`src/rtl/conv_pkg.sv`:
```
// Shared types and sizing helpers for the convolution / max-pool engine.
package conv_pkg;

  typedef enum logic [1:0] {
    IDLE = 2'd0,
    MAC  = 2'd1,
    CMP  = 2'd2,
    OUT  = 2'd3
  } state_t;

  // Headroom of $clog2(taps) bits keeps a full-scale dot product from wrapping.
  function automatic int acc_width(input int data_w, input int taps);
    return 2 * data_w + $clog2(taps);
  endfunction

endpackage

```
`src/rtl/conv_mac.sv`:
```
// Time-shared multiply-accumulate for the dot product.
// CONV_SIGNED_EN selects two's-complement operands; otherwise products are unsigned.
module conv_mac #(
  parameter int DATA_W = 6,
  parameter int ACC_W  = 14
) (
  input  logic              clk,
  input  logic              rst_n,
  input  logic              clear,
  input  logic              en,
  input  logic [DATA_W-1:0] a,
  input  logic [DATA_W-1:0] b,
  output logic [ACC_W-1:0]  acc
);

  localparam int PROD_W = 2 * DATA_W;

  logic [PROD_W-1:0] a_ext;
  logic [PROD_W-1:0] b_ext;
  logic [PROD_W-1:0] prod;
  logic [ACC_W-1:0]  prod_ext;

  // Operands are widened before multiplying so the low PROD_W bits are the exact product.
`ifdef CONV_SIGNED_EN
  assign a_ext    = {{DATA_W{a[DATA_W-1]}}, a};
  assign b_ext    = {{DATA_W{b[DATA_W-1]}}, b};
  assign prod     = a_ext * b_ext;
  assign prod_ext = {{(ACC_W - PROD_W){prod[PROD_W-1]}}, prod};
`else
  assign a_ext    = {{DATA_W{1'b0}}, a};
  assign b_ext    = {{DATA_W{1'b0}}, b};
  assign prod     = a_ext * b_ext;
  assign prod_ext = {{(ACC_W - PROD_W){1'b0}}, prod};
`endif

  always_ff @(posedge clk) begin
    if (!rst_n) begin
      acc <= '0;
    end else if (en) begin
      acc <= (clear ? '0 : acc) + prod_ext;
    end
  end

endmodule

```
`src/rtl/conv_maxpool_engine.sv`:
```
// Serial-load dot-product engine with POOL-deep max-pooling and a valid/ready result port.
// CONV_SIGNED_EN switches operands, accumulation and the max compare to two's complement.
module conv_maxpool_engine
  import conv_pkg::*;
#(
  parameter  int DATA_W = 6,
  parameter  int TAPS   = 4,
  parameter  int POOL   = 4,
  localparam int ACC_W  = acc_width(DATA_W, TAPS)
) (
  input  logic              clk,
  input  logic              rst_n,
  input  logic              in_valid,
  output logic              in_ready,
  input  logic              in_is_weight,
  input  logic [DATA_W-1:0] in_data,
  input  logic              start,
  output logic              busy,
  output logic              out_valid,
  input  logic              out_ready,
  output logic [ACC_W-1:0]  out_data
);

  localparam int CNT_W  = (TAPS > 1) ? $clog2(TAPS) : 1;
  localparam int POOL_W = (POOL > 1) ? $clog2(POOL) : 1;
  localparam logic [CNT_W-1:0]  MAC_LAST  = CNT_W'(TAPS - 1);
  localparam logic [POOL_W-1:0] POOL_LAST = POOL_W'(POOL - 1);

  state_t             state;
  state_t             state_next;
  logic [DATA_W-1:0]  w_reg   [TAPS];
  logic [DATA_W-1:0]  act_reg [TAPS];
  logic [CNT_W-1:0]   mac_cnt;
  logic [POOL_W-1:0]  pool_cnt;
  logic [ACC_W-1:0]   acc;
  logic [ACC_W-1:0]   max_reg;
  logic               acc_gt;
  logic               load_fire;

  assign in_ready  = (state == IDLE) && !start;
  assign busy      = (state != IDLE);
  assign out_valid = (state == OUT);
  assign out_data  = max_reg;
  assign load_fire = in_valid && in_ready;

`ifdef CONV_SIGNED_EN
  assign acc_gt = $signed(acc) > $signed(max_reg);
`else
  assign acc_gt = acc > max_reg;
`endif

  always_ff @(posedge clk) begin
    if (!rst_n) begin
      state <= IDLE;
    end else begin
      state <= state_next;
    end
  end

  always_comb begin
    state_next = state;
    case (state)
      IDLE:    if (start) state_next = MAC;
      MAC:     if (mac_cnt == MAC_LAST) state_next = CMP;
      CMP:     state_next = (pool_cnt == POOL_LAST) ? OUT : IDLE;
      OUT:     if (out_ready) state_next = IDLE;
      default: state_next = IDLE;
    endcase
  end

  always_ff @(posedge clk) begin
    if (!rst_n) begin
      mac_cnt <= '0;
    end else if (state == MAC) begin
      mac_cnt <= (mac_cnt == MAC_LAST) ? '0 : mac_cnt + CNT_W'(1);
    end else begin
      mac_cnt <= '0;
    end
  end

  // Newest beat enters at the top; tap 0 always holds the oldest retained beat.
  always_ff @(posedge clk) begin
    if (!rst_n) begin
      for (int i = 0; i < TAPS; i++) begin
        w_reg[i]   <= '0;
        act_reg[i] <= '0;
      end
    end else if (load_fire) begin
      if (in_is_weight) begin
        for (int i = 0; i < TAPS - 1; i++) w_reg[i] <= w_reg[i+1];
        w_reg[TAPS-1] <= in_data;
      end else begin
        for (int i = 0; i < TAPS - 1; i++) act_reg[i] <= act_reg[i+1];
        act_reg[TAPS-1] <= in_data;
      end
    end
  end

  // The first result of a window loads unconditionally so negative maxima survive.
  always_ff @(posedge clk) begin
    if (!rst_n) begin
      pool_cnt <= '0;
      max_reg  <= '0;
    end else if (state == CMP) begin
      if ((pool_cnt == '0) || acc_gt) max_reg <= acc;
      pool_cnt <= (pool_cnt == POOL_LAST) ? '0 : pool_cnt + POOL_W'(1);
    end else if ((state == OUT) && out_ready) begin
      max_reg <= '0;
    end
  end

  conv_mac #(
    .DATA_W (DATA_W),
    .ACC_W  (ACC_W)
  ) u_mac (
    .clk   (clk),
    .rst_n (rst_n),
    .clear (mac_cnt == '0),
    .en    (state == MAC),
    .a     (act_reg[mac_cnt]),
    .b     (w_reg[mac_cnt]),
    .acc   (acc)
  );

endmodule

```
`config.mk`:
```
export PLATFORM = sky130hd
export DESIGN_NAME = conv_maxpool_engine
export DESIGN_NICKNAME = d
export VERILOG_FILES = /design/src/rtl/conv_pkg.sv /design/src/rtl/conv_mac.sv /design/src/rtl/conv_maxpool_engine.sv
export SDC_FILE = /design/constraint.sdc
export NUM_CORES = 1
export LEC_CHECK = 0
export BUFFER_PORTS_ARGS = -buffer_cell sky130_fd_sc_hd__buf_2
export CELL_PAD_IN_SITES_DETAIL_PLACEMENT = 0
export CELL_PAD_IN_SITES_GLOBAL_PLACEMENT = 1
export CORE_MARGIN = 2
export CORE_UTILIZATION = 50
export DETAILED_ROUTE_END_ITERATION = 6
export PLACE_DENSITY_LB_ADDON = 0.2
export SETUP_SLACK_MARGIN = 0.5
export SYNTH_ARGS = -nofsm -noshare
export SYNTH_HDL_FRONTEND = slang
export SYNTH_SLANG_ARGS = --single-unit
```
`constraint.sdc`:
```
create_clock -name clk -period 7.2 [get_ports clk]
set_clock_uncertainty 0.15 [all_clocks]
set_input_delay 0.36 -clock clk [delete_from_list [all_inputs] [get_ports clk]]
set_output_delay 0.36 -clock clk [all_outputs]
set_load 0.05 [all_outputs]
```
After elaboration in Yosys (flattened, before gate mapping)
Memory sizes are Yosys's and may differ from the RTL's. A register that Yosys moved wholly into a read port is not among the register bits.
Cells that the tools add are included.

word-level totals
  bits in registers = 34
  latch bits = 0
  memory bits (writable) = 48
  bits in read-only memories = 0
  input bits = 12
  memories kept = 2

memories
  memory   depth  width  rd ports  clocked after Yosys merged registers in  write ports  RTL line                   RTL
  act_reg  4      6      4         1                                        4            conv_maxpool_engine.sv:32  logic [DATA_W-1:0] act_reg [TAPS];
  w_reg    4      6      4         1                                        4            conv_maxpool_engine.sv:31  logic [DATA_W-1:0] w_reg [TAPS];

cells by class
  $add $sub $neg = 3
  multiply operators = 1
  divide/modulo/power cells = 0
  order comparisons = 1
  equal/unequal tests = 9
  shift-type cells = 0
  mux-type cells = 29
  bitwise logic cells = 10
  reductions and logical operators = 13

operators by type and width
  kind                   count
  $mux W14               4
  $mux W6                8
  $add A14 B12 Y14       1
  $gt A14 B14 Y1         1
  $mux W2                7
  $mul A6 B6 Y12         1
  $mux W1                9
  $eq A2 B2 Y1 const B   4
  $or A1 B1 Y1           8
  $pmux W2 S4            1
  $logic_not A2 Y1       3
  $add A2 B1 Y2 const B  2
  $ne A2 B1 Y1 const B   2
  $ne A2 B2 Y1 const B   2
  $reduce_bool A2 Y1     2
  $logic_and A1 B1 Y1    3
  $reduce_and A3 Y1      1
  $reduce_or A3 Y1       1
  $eq A2 B1 Y1 const B   1
  $not A1 Y1             2
  $reduce_and A2 Y1      1
  $logic_not A1 Y1       1
  $logic_or A1 B1 Y1     1

Depth between registers and ports, before layout
Gate-level depths: netlist of run 1.

  word-level depth = 7
  mapped depth = 18

Modules after synthesis
A second synthesis of run 1 with hierarchy kept.

unflattened totals
  cell total of the unflattened synthesis = 513
  area total of the unflattened synthesis = 5,556.6 µm²

by module, submodules not included
  module               instances  cells each  area an instance (µm²)  sequential area each (µm²)
  conv_maxpool_engine  1          262         3,373.2                 1,841.8
  conv_mac             1          251         2,183.3                 280.3

Worst setup path after synthesis of run 1
OpenSTA, ideal clock, no wires.

  kind = flip-flop to flip-flop
  start = register mac_cnt[0]
  end = register u_mac.acc[12]
  setup time = 0.122 ns
  data arrival time = 4.729 ns
  data required time = 6.928 ns
  path slack = 2.199 ns
  cell stages (with the launch flop) = 17
  path buffers = 2
  period minus slack after synthesis = 5.001 ns
  cell sequence = dfxtp_1 > buf_2 > buf_6 > mux4_2 > and2_1 > fa_1 > fa_1 > fa_1 > inv_1 > fa_1 > inv_1 > ha_1 > a21oi_1 > o21ai_1 > o41ai_1 > a2111oi_0 > nand3b_1

on the way
  word-level cells in the longest chain between the ends = 3

ends and longest elaborated chain
  item                      RTL line                    RTL
  start: declaration        conv_maxpool_engine.sv:33   logic [CNT_W-1:0] mac_cnt;
  start signal: assignment  conv_maxpool_engine.sv:75   mac_cnt <= (mac_cnt == MAC_LAST) ? '0 : mac_cnt + CNT_W'(1);
  $logic_not A2 Y1          conv_maxpool_engine.sv:118  .clear (mac_cnt == '0),
  $mux W14                  conv_mac.sv:40              acc <= (clear ? '0 : acc) + prod_ext;
  $add A14 B12 Y14          conv_mac.sv:40
  end signal: assignment    conv_mac.sv:40
  end: declaration          conv_mac.sv:13              output logic [ACC_W-1:0] acc

No other way between the ends.
A chain may end at the register's enable or synchronous reset.

Worst setup path in the final report of run 1
Ends and elaborated chain as after synthesis.

==> results of run 1 <==
[through the flow]
step                      worst slack (ns)  hold slack, ns  area, µm²
after floorplan                       2.20           0.286       5670
after global placement                1.66           0.293       5860
after detailed placement              1.61           0.306       5860
after CTS                             1.59           0.128       6170
after global routing                  1.21           0.139       6170
final                                 1.63           0.143       6170
[critical path, cell delays in order, from the launching register on]
cell	delay, ns
dfxtp_1	0.90
mux4_2	0.67
and2_1	0.21
fa_1	0.50
fa_1	0.52
fa_1	0.54
inv_1	0.05
fa_1	0.52
inv_1	0.04
ha_1	0.36
a21oi_1	0.19
o21ai_1	0.10
o41ai_1	0.33
a2111oi_0	0.17
nand3b_1	0.19
[cells by family (layout without fill, tap and decap cells)]
| kind of cell | after synthesis | after routing | share of synthesized area [%] |
|---|---|---|---|
| compound gates | 88 | 88 | 12.4 |
| xor+xnor | 2 | 2 | 0.309 |
| fa+ha+maj | 73 | 73 | 19.5 |
| buf+inv | 96 | 121 | 7.46 |
| flops | 82 | 82 | 37.4 |
| mux | 14 | 14 | 5.12 |
| simple gates | 183 | 183 | 17.8 |
[power breakdown]
group / switching, W / internal, W
Clock: 0.000197 / 0.000289
Sequential: 0.0000160 / 0.000517
Combinational: 0.000165 / 0.0000927
Total: 0.000379 / 0.000899
[synthesized netlist by cell type (all sizes together) (2+ instances only)]
master,instances,area [µm²]
inv,77,289
and2,68,425
edfxtp,48,1440
ha,47,588
nand2,42,160
dfxtp,34,681
nor2,27,116
fa,26,521
a21oi,18,90.1
buf,15,119
o21ai,15,75.1
o32ai,14,198
nand3,13,70.1
mux4,12,270
nand2b,9,56.3
nor3,8,51.3
a211oi,7,57.6
o211ai,6,45.0
clkbuf,4,15.0
o21a,4,30.0
a211o,3,26.3
a21o,3,22.5
nand3b,3,22.5
nand4,3,25.0
a2111oi,2,17.5
a21boi,2,15.0
a31oi,2,12.5
and2b,2,18.8
mux2i,2,20.0
nor4,2,18.8
o2111ai,2,17.5
o31ai,2,15.0
or2,2,15.0
xor2,2,17.5
[metal layers]
metal | up-vias | routed length (µm)
met5 | - | 0
met4 | 0 | 225
met3 | 15 | 316
met2 | 44 | 5130
met1 | 1958 | 5470
li1 | 1902 | -
[cell type report]
class,count,area (µm²)
fillers,993,4770
multi-input cells,360,3130
flip-flops and latches,82,2120
inverters,77,289
clock buffers,11,253
well taps,140,175
repair buffers,28,140
clock inverters,5,60.1
[worst paths after layout]
| check | startpoint | endpoint | cells after the start |
|---|---|---|---|
| max reg2reg | mac_cnt[0] | u_mac.acc[12] | 14 |
| min reg2reg | u_mac.acc[0] | u_mac.acc[0] | 2 |
| max | mac_cnt[0] | u_mac.acc[12] | 14 |
| min | in_data[2] | w_reg[3][2] | 2 |
==> flow_summary.ini, run 1 <==
[run_status]
outcome = finished, final reports clean

[floorplan]
core_area_um2 = 10900
die-area_um2 = 12200
die_w_um = 110
pin_count = 29
start_util_pct = 51.9
die_y_um = 110
row_count = 38

[sta]
tightest_slew_ns = 1.25
rsz0062_at_grt = no
fmax_mhz = 179
setup_viol = 0
drv_slew = 0
min_period_ns = 5.57
fin_setup_tns_ns = 0
fin_crit_sh_pct = 77.4
hold_viol = 0
slew_headroom_pct = 16.8

[synth]
async_reset_ff_share_pct = 0
yosys_warnings = 0
yosysSeqAreaShare_pct = 37.4
ys.flop_type = edfxtp_1
synth_area_um2 = 5670
synth_nets = 623
ys_seq_elements = 82
avgSynthCellArea_um2 = 10.5
synthCells = 538
synth_edf_count = 48
synth.distinct_cells = 59

[routing]
avgViaCountPerCell = 5.57
drt-total-wl_um = 11100
vias = 3919
drtIter0Drc = 136
drt_pass1_iterations = 4
antenna_left = 0
drt-wirelength-per-cell_um = 15.8
drc_errors = 0

[worst_setup_path]
start_kind = register
criticalPathCategory = reg -> reg
end_kind = register
rrSetupSlack_ns = 1.63
worstPathArrival_ns = 5.66
cp_max_fo = 15
cp_data_required_time_ns = 7.28

[global_route]
grtUsageTotal_pct = 19.2
use_met1_pct = 27.9
grt_max_degree = 25
antenna_found_initial = 0
use_met3_pct = 3.79
grt_overflow = 0
busiest_layer = met2
use_met2_pct = 28.1
grt_pass1_vias = 3798
grt_pass1_wl_um = 18800

[finish]
num-nets-final = 643
final_common_cell = inv_1
diodes = 0
layout_common_cells = inv_1 (75), and2_1 (68), edfxtp_1 (48)
areaGrowthSynthToFinish_pct = 8.78
fin_cells = 703
layout-drive-gt1-share_pct = 14.6
final_core_util_pct = 56.4

[job]
max_cap_violations = 0

[clocking]
clkSinkCount = 82
cts_tree = done
worstSkewPairLatency_ns = 0.35
holdBufCountCts = 0
root_buffer = clkbuf_16
path_clk_slew_ns = 0.06
htree_levels = 3
cts_inserted_buffers = 9
cts_resized = 0
clockBufferDepth = 2
cts_setup_buffers = 0

[place]
routabilityCongestion = 0.841
dp_hpwl_um = 8310
dp.cells = 687
portBuffers = 28

[power_and_ir_drop]
total_power_w = 0.00128
power_density_nw_per_um2 = 207
total_leakage_power_nw = 2.60
peakVddDrop_uv = 131

[worst_hold_path]
hold_path.class = in -> reg
No activity file was read; power rests on OpenSTA's default activity.
==> run 2: changes to the inputs <==
Clock period 7.2 ns to 5.7 ns, I/O delays scaled along.
==> run 2 against run 1 <==
  * Count of clock-buffer cells in the layout shrank 1
  * Cell area grew 1.9%
  * Sequential power up 26%
  * Largest cell class unchanged
  * Total power increased by 26%
  * Die area unchanged
  * Sequential cell count stayed put
  * Non-clock buffer count up 12
  * Maximum frequency up 12%
  * Critical path type unchanged
  * Combinational power up 31%
==> flow_summary.ini, run 2 (same netlist as run 1, synthesis figures left out) <==
[run_status]
outcome = finished, final reports clean

[floorplan]
start_util_pct = 51.9
die_y_um = 110
die_w_um = 110
row_count = 38
core_area_um2 = 10900
die-area_um2 = 12200
pin_count = 29

[place]
portBuffers = 28
dp_hpwl_um = 8350
routabilityCongestion = 0.823

[power_and_ir_drop]
peakVddDrop_uv = 145
total_power_w = 0.00160
power_density_nw_per_um2 = 255
total_leakage_power_nw = 2.67

[sta]
setup_viol = 0
min_period_ns = 4.98
fin_crit_sh_pct = 87.4
hold_viol = 0
fin_setup_tns_ns = 0
slew_headroom_pct = 21.3
rsz0062_at_grt = no
drv_slew = 0
fmax_mhz = 201
tightest_slew_ns = 1.18

[finish]
final_common_cell = inv_1
layout_common_cells = inv_1 (75), and2_1 (68), edfxtp_1 (48)
final-seq-area_um2 = 2120
num-nets-final = 655
multi_input_area_um2 = 3150
fillers = 939
diodes = 0
layout-drive-gt1-share_pct = 17.4
areaGrowthSynthToFinish_pct = 10.9

[routing]
avgViaCountPerCell = 5.47
drc_errors = 0
drt-wirelength-per-cell_um = 15.4
drt-total-wl_um = 11000
drt_pass1_iterations = 4
antenna_left = 0
drtIter0Drc = 207
vias = 3914

[clocking]
clkSinkCount = 82
htree_levels = 3
root_buffer = clkbuf_16
path_clk_slew_ns = 0.06
cts_tree = done
cts_inserted_buffers = 9
worstSkewPairLatency_ns = 0.35
clockBufferDepth = 2

[worst_setup_path]
cp_max_fo = 10
start_kind = register
worstPathArrival_ns = 5.13
end_kind = register
criticalPathCategory = reg -> reg
cp_data_required_time_ns = 5.84

[global_route]
grt_pass1_vias = 3658
grt_max_degree = 25
antenna_found_initial = 0
grtUsageTotal_pct = 18.5
grt_overflow = 0
grt_pass1_wl_um = 18000

[worst_hold_path]
hold_path.class = in -> reg

[job]
max_cap_violations = 0
==> run 2: path summary, 6_finish.rpt <==
check               start             to  slack, ns  cells after the start
max reg2reg    mac_cnt[0]  u_mac.acc[11]       0.72                     17
max            mac_cnt[0]  u_mac.acc[11]       0.72                     17
min reg2reg  u_mac.acc[1]   u_mac.acc[1]       0.33                      2
min            in_data[4]    w_reg[3][4]       0.07                      2
==> run 2: power breakdown <==
part,switching (W),total [W],internal (W)
combinational,0.000212,0.000339,0.000126
sequential,0.0000186,0.000673,0.000654
clock,0.000243,0.000594,0.000351
==> run 2: stage by stage <==
step | cell area [µm²] | std cells | worst slack, ns | hold slack, ns | util, %
after floorplan | 5670 | 538 | 0.699 | 0.286 | -
after global placement | 5880 | 690 | 0.543 | 0.293 | 53.8
after detailed placement | 5880 | 690 | 0.488 | 0.321 | 53.8
after CTS | 6180 | 706 | 0.518 | 0.0621 | 56.6
after global routing | 6290 | 715 | 0.508 | 0.0697 | 57.5
final | 6290 | 715 | 0.717 | 0.0699 | 57.5
==> run 2: per-layer routing <==
layer / track usage [%] / wire (µm)
met4: 5.92 / 174
met2: 27.0 / 5060
met1: 27.2 / 5430
met5: 0 / 0
met3: 4.61 / 362
==> run 2: worst max-delay path: stages, from the launching register on <==
cell      delay [ns]
dfxtp_2         0.38
buf_12          0.15
mux4_2          0.53
buf_4           0.15
nand2_1         0.08
fa_1            0.43
fa_1            0.54
inv_1           0.05
fa_1            0.52
inv_1           0.05
fa_1            0.53
inv_1           0.04
ha_1            0.32
o21ai_1         0.12
o21bai_1        0.27
a211oi_2        0.13
or3_1           0.38
nand3_1         0.08
==> run 2: cell type report <==
class | count | share of cell area, %
Clock buffer | 10 | 3.80
Tap cell | 140 | 2.79
Sequential cell | 82 | 33.8
Multi-Input combinational cell | 360 | 50.2
Timing Repair Buffer | 40 | 3.86
Clock inverter | 6 | 1.01
Inverter | 77 | 4.60
==> run 2: timing repair <==
action / CTS / global route
gates resized for setup: 1 / 12
pin swaps: 0 / 2
endpoints found under the setup margin: 1 / 6
buffers inserted: 0 / 9
hold buffers: 0 / 0
